File: src/rtl/mem_access_stage.sv
`default_nettype none
// ============================================================================
// Module      : mem_access_stage
// Description : MEM-stage sequencer. Non-memory instructions pass straight
//               through to the MEM/WB register inputs. Loads and stores run a
//               req/ack transaction against a variable-latency data memory,
//               stalling the front of the pipeline and feeding bubbles into
//               MEM/WB (which captures every cycle) until the access ends.
//               An access that is not acknowledged within TIMEOUT busy cycles
//               is abandoned and flagged on the sticky ERR output.
// Revision    : 1.0 - initial release
// ============================================================================
module mem_access_stage #(
   parameter int AWL     = 6,
   parameter int DWL     = 32,
   parameter int TIMEOUT = 16
) (
   input  logic             CLK,
   input  logic             RST_N,
   // EX/MEM register outputs
   input  logic             RegWriteM,
   input  logic             MemtoRegM,
   input  logic             MemWriteM,
   input  logic [DWL-1:0]   ALUOutM,
   input  logic [DWL-1:0]   WriteDataM,
   input  logic [AWL-2:0]   WriteRegM,
   // data memory
   input  logic             MACK,
   input  logic [DWL-1:0]   MRDATA,
   output logic             MREQ,
   output logic             MWE,
   output logic [DWL-1:0]   MADDR,
   output logic [DWL-1:0]   MWDATA,
   // pipeline control
   output logic             STALL,
   // MEM/WB register inputs
   output logic             RegWriteW_D,
   output logic             MemtoRegW_D,
   output logic [DWL-1:0]   ALUOutW_D,
   output logic [DWL-1:0]   ReadDataW_D,
   output logic [AWL-2:0]   WriteRegW_D,
   // sticky timeout flag
   output logic             ERR
);

   // Counter only needs to reach TIMEOUT-1.
   localparam int CW = (TIMEOUT > 2) ? $clog2(TIMEOUT) : 1;

   localparam logic [CW-1:0] C_TMO_LAST = CW'(TIMEOUT - 1);

   localparam logic [1:0] C_IDLE = 2'd0;
   localparam logic [1:0] C_BUSY = 2'd1;
   localparam logic [1:0] C_DONE = 2'd2;

   logic [1:0]     r_state;
   logic [CW-1:0]  r_cnt;
   logic           r_load;
   logic [DWL-1:0] r_rdata;
   logic           r_err;
   logic           r_mreq;
   logic           r_mwe;
   logic [DWL-1:0] r_maddr;
   logic [DWL-1:0] r_mwdata;

   logic           w_memop;
   logic           w_stall;
   logic           w_busy;
   logic           w_ack;
   logic           w_tmo;

   assign w_memop = MemtoRegM | MemWriteM;
   assign w_busy  = (r_state == C_BUSY);
   // An ack always wins over a timeout landing in the same cycle.
   assign w_ack   = w_busy & MACK;
   assign w_tmo   = w_busy & ~MACK & (r_cnt == C_TMO_LAST);

   // Sequencer state, memory request registers and busy-cycle counter.
   always_ff @(posedge CLK or negedge RST_N) begin
      if (!RST_N) begin
         r_state  <= C_IDLE;
         r_cnt    <= '0;
         r_load   <= 1'b0;
         r_mreq   <= 1'b0;
         r_mwe    <= 1'b0;
         r_maddr  <= '0;
         r_mwdata <= '0;
      end else begin
         case (r_state)
            C_IDLE: begin
               if (w_memop) begin
                  r_mreq   <= 1'b1;
                  r_mwe    <= MemWriteM;
                  r_maddr  <= ALUOutM;
                  r_mwdata <= WriteDataM;
                  // A load+store combination is treated as a store: no capture.
                  r_load   <= MemtoRegM & ~MemWriteM;
                  r_cnt    <= '0;
                  r_state  <= C_BUSY;
               end
            end
            C_BUSY: begin
               r_cnt <= r_cnt + CW'(1);
               if (w_ack || w_tmo) begin
                  r_mreq  <= 1'b0;
                  r_state <= C_DONE;
               end
            end
            C_DONE: begin
               r_state <= C_IDLE;
            end
            default: begin
               r_mreq  <= 1'b0;
               r_state <= C_IDLE;
            end
         endcase
      end
   end

   // Read-data capture on ack (loads only) and sticky error on timeout.
   always_ff @(posedge CLK or negedge RST_N) begin
      if (!RST_N) begin
         r_rdata <= '0;
         r_err   <= 1'b0;
      end else if (w_ack) begin
         if (r_load) begin
            r_rdata <= MRDATA;
         end
      end else if (w_tmo) begin
         r_rdata <= '0;
         r_err   <= 1'b1;
      end
   end

   // Stall while a memory op is detected in IDLE or the access is in flight.
   always_comb begin
      w_stall = 1'b0;
      if (RST_N) begin
         case (r_state)
            C_IDLE:  w_stall = w_memop;
            C_BUSY:  w_stall = 1'b1;
            default: w_stall = 1'b0;
         endcase
      end
   end

   assign MREQ   = r_mreq;
   assign MWE    = r_mwe;
   assign MADDR  = r_maddr;
   assign MWDATA = r_mwdata;
   assign STALL  = w_stall;
   assign ERR    = r_err;

   // While stalled the write enable is masked so MEM/WB captures a bubble.
   assign RegWriteW_D = RegWriteM & ~w_stall & RST_N;
   assign MemtoRegW_D = MemtoRegM;
   assign ALUOutW_D   = ALUOutM;
   assign ReadDataW_D = r_rdata;
   assign WriteRegW_D = WriteRegM;

endmodule
`default_nettype wire

File: config.mk
export PLATFORM = sky130hd
export DESIGN_NAME = mem_access_stage
export DESIGN_NICKNAME = d
export VERILOG_FILES = /design/src/rtl/mem_access_stage.sv
export SDC_FILE = /design/constraint.sdc
export NUM_CORES = 1
export LEC_CHECK = 0
export ABC_AREA = 1
export BUFFER_PORTS_ARGS = -buffer_cell sky130_fd_sc_hd__buf_2
export CAP_MARGIN = 20
export CORE_UTILIZATION = 40
export DETAILED_ROUTE_END_ITERATION = 8
export GPL_TIMING_DRIVEN = 0
export PLACE_DENSITY_LB_ADDON = 0.3
export SKIP_LAST_GASP = 1
export SYNTH_ARGS = -nofsm -noshare
export SYNTH_HDL_FRONTEND = slang
export SYNTH_SLANG_ARGS = --single-unit
File: constraint.sdc
create_clock -name CLK -period 1.3 [get_ports CLK]
set_input_delay 0 -clock CLK [delete_from_list [all_inputs] [get_ports CLK]]
set_output_delay 0 -clock CLK [all_outputs]
set_load 0.01 [all_outputs]
==> flow_summary.toml <==
[global_routing]
grt_pass1_wl_mm = 23.1
grt_max_degree = 67
grt_overflow = 0
grt_pass1_vias = 4888
antenna_found_initial = 0
grt_usage = 0.254

[sta]
period_share = 1.06
final.setup.tns_ns = -1.40
worst_pin_slew_ns = 0.572
post-route-min-period_ns = 1.38
fin_ws_ns = -0.0829
hold_ws_ns = -0.348
setup_viol = 32
skew_ns = 0.00564
slew_violations = 0
max_freq_mhz = 723
relSlewSlack = 0.619
rsz0062_at_grt = "true"
finalHoldViolations = 40

[floorplan]
rows = 38
coreArea_um2 = 10900
io_pins = 246
dieWidth_um = 109
die_area_um2 = 11800
start_util = 0.415
fp.dieH_um = 109

[layout]
drive_gt1_frac = 0.417
area_delta_synth_final_pct = 68.1
stdcell_count = 1022
diodes = 0
final_cell_mix = "buf_2 (241), nand2_1 (235), dfrtp_1 (106)"
final_nets = 986
final_common_cell = "buf_2"

[detailed_routing]
wire_per_inst_um = 14.9
drt_first_iter_violations = 353
vias_per_cell = 4.78
ant_nets = 0
wirelength_mm = 15.2
via_count = 4883
drcViolationCount = 0
firstDrtPassIters = 5

[outcome]
failed_checks = "hold timing, setup timing"
status = "finished with violations"

[clock_network]
clockBufferDepth = 2
clock-sinks = 106
cts_buffers = 9
clkTransAtPathRegs_ns = 0.07
hold_buffers = 99
h-tree-depth = 3
insertion_delay_ns = 0.34
cts_tree = "built"
root_buffer = "clkbuf_16"

[power]
total_power_mw = 15.7
switchingPower_mw = 6.27
clkPwrFrac = 0.157
p_sw_frac = 0.399
p_int_mw = 9.43
irDropWorstVdd_mv = 1.06
combPwrFrac = 0.476
power_density_nw_per_um2 = 2060
p_seq_frac = 0.367
p_leak_nw = 4.26

[yosys]
syn-instance-count = 509
synth-seq-cells = 106
syn_nets = 617
synth_seq_area_share = 0.584
synth_cell_types = 21
synth_top_area_cell = "dfrtp_1"
avgSynthCellArea_um2 = 8.92
synth.yosys.warnings = 0
netlist_area_um2 = 4540
synthTopCellsByArea = "dfrtp_1 (58%), nand2_1 (20%), buf_4 (7.9%)"
yosys.area.top_type_share = 0.584

[run]
drv_cap = 0

[min_path]
hp-class = "in -> async"

[placed_design]
portBuffers = 239
place_congestion = 0.785
post-place-cells = 889
detailed_place_hpwl_mm = 9.41

[worst_setup_path]
critical_path.slowest_cell = "dfrtp_1"
cp_max_fo = 3
start_kind = "flop"
slowest_delay_ns = 0.41
worstPathArrival_ns = 1.38
crit_type = "reg -> out"
cp-end-kind = "output port"
cp.required_ns = 1.30
crit_chain = "nor2_4 > nand2_4 > buf_8 > a21boi_2 > buf_2"
==> stage by stage <==
stage / area (um2) / util / hold WS [ns] / setup WS [ns]
6_report: 7630 / 0.698 / -0.348 / -0.0829
5_1_grt: 7630 / 0.698 / -0.299 / -0.162
4_1_cts: 7470 / 0.683 / -0.324 / -0.107
3_5_place_dp: 5940 / 0.543 / 0.0392 / -0.123
3_3_place_gp: 5910 / 0.541 / 0.185 / -0.976
2_1_floorplan: 4540 / - / -0.296 / 0.0616
==> cells by family after synthesis <==
logic type / count (synthesis) / synth area share
buffers and inverters: 75 / 0.106
adders and majority gates: 1 / 0.00275
DFF: 106 / 0.584
AOI/OAI and AO/OA: 7 / 0.00827
and+or+nand+nor: 320 / 0.299
==> final cells by class <==
type | instances | area [um2]
Inverter | 6 | 37.5
Multi-Input combinational cell | 329 | 1560
Sequential cell | 106 | 2650
Tap cell | 140 | 175
Clock inverter | 4 | 30.0
Clock buffer | 11 | 233
Fill cell | 797 | 3300
Timing Repair Buffer | 359 | 2410
Buffer | 67 | 543
==> critical path: cells and delay by family (launching register included) <==
family	cells	cell delay, ns
AO/OA/AOI/OAI	1	0.11
buffers and inverters	2	0.27
flip-flops	1	0.41
AND/OR/NAND/NOR	2	0.24
==> per-layer routing <==
layer  global-route usage  routed length [um]  up-vias
met1                0.290                5870     2295
li1                     -                   -     2332
met3               0.0555                1160       30
met5                    0                   0        -
met2                0.459                7860      226
met4               0.0965                 340        0
==> state kept, by name, summed over array words and instances (netlist names) <==
signal       cells
ERR              1
MADDR           32
MREQ             1
MWDATA          32
MWE              1
ReadDataW_D     32
r_cnt            4
r_load           1
r_state          2
==> timing repair <==
item                                    in CTS  in global routing
setup buffers                               15                  1
cloned                                       4                  1
resized for setup                           43                 41
pin swaps                                    6                  8
endpoints found under the setup margin      99                101
hold endpoints to repair                   138                 40
==> worst paths after layout <==
| check | from | end | slack [ns] | cells after the start |
|---|---|---|---|---|
| worst max register to register | r_state[0] | ReadDataW_D[6] | -0.07 | 8 |
| min in group CLK | WriteRegM[3] | WriteRegW_D[3] | 0.18 | 2 |
| worst min register to register | ERR | ERR | 0.47 | 2 |
| worst min-delay path | RST_N | ReadDataW_D[29] | -0.35 | 1 |
| worst max-delay path | r_state[0] | STALL | -0.08 | 5 |
| max in group asynchronous | RST_N | MWDATA[7] | 0.94 | 2 |
==> power by group through the flow <==
stage | logic (mW) | clock network [mW] | registers [mW]
floorplan | 2.85 | 0 | 6.39
global placement | 6.04 | 0 | 5.67
detailed placement | 6.25 | 0 | 5.71
CTS | 7.11 | 2.53 | 5.69
global route | 8.19 | 2.64 | 5.94
finish | 7.48 | 2.47 | 5.76
==> cells in the mapped netlist (all sizes together) <==
library cell,instances
nor2,6
dfrtp,106
nand3,40
a21boi,1
nand2,240
o21ai,2
inv,6
a21oi,4
nand4,33
clkbuf,7
buf,62
ha,1
or2,1
Note: power is estimated with default switching activity, not from simulation.
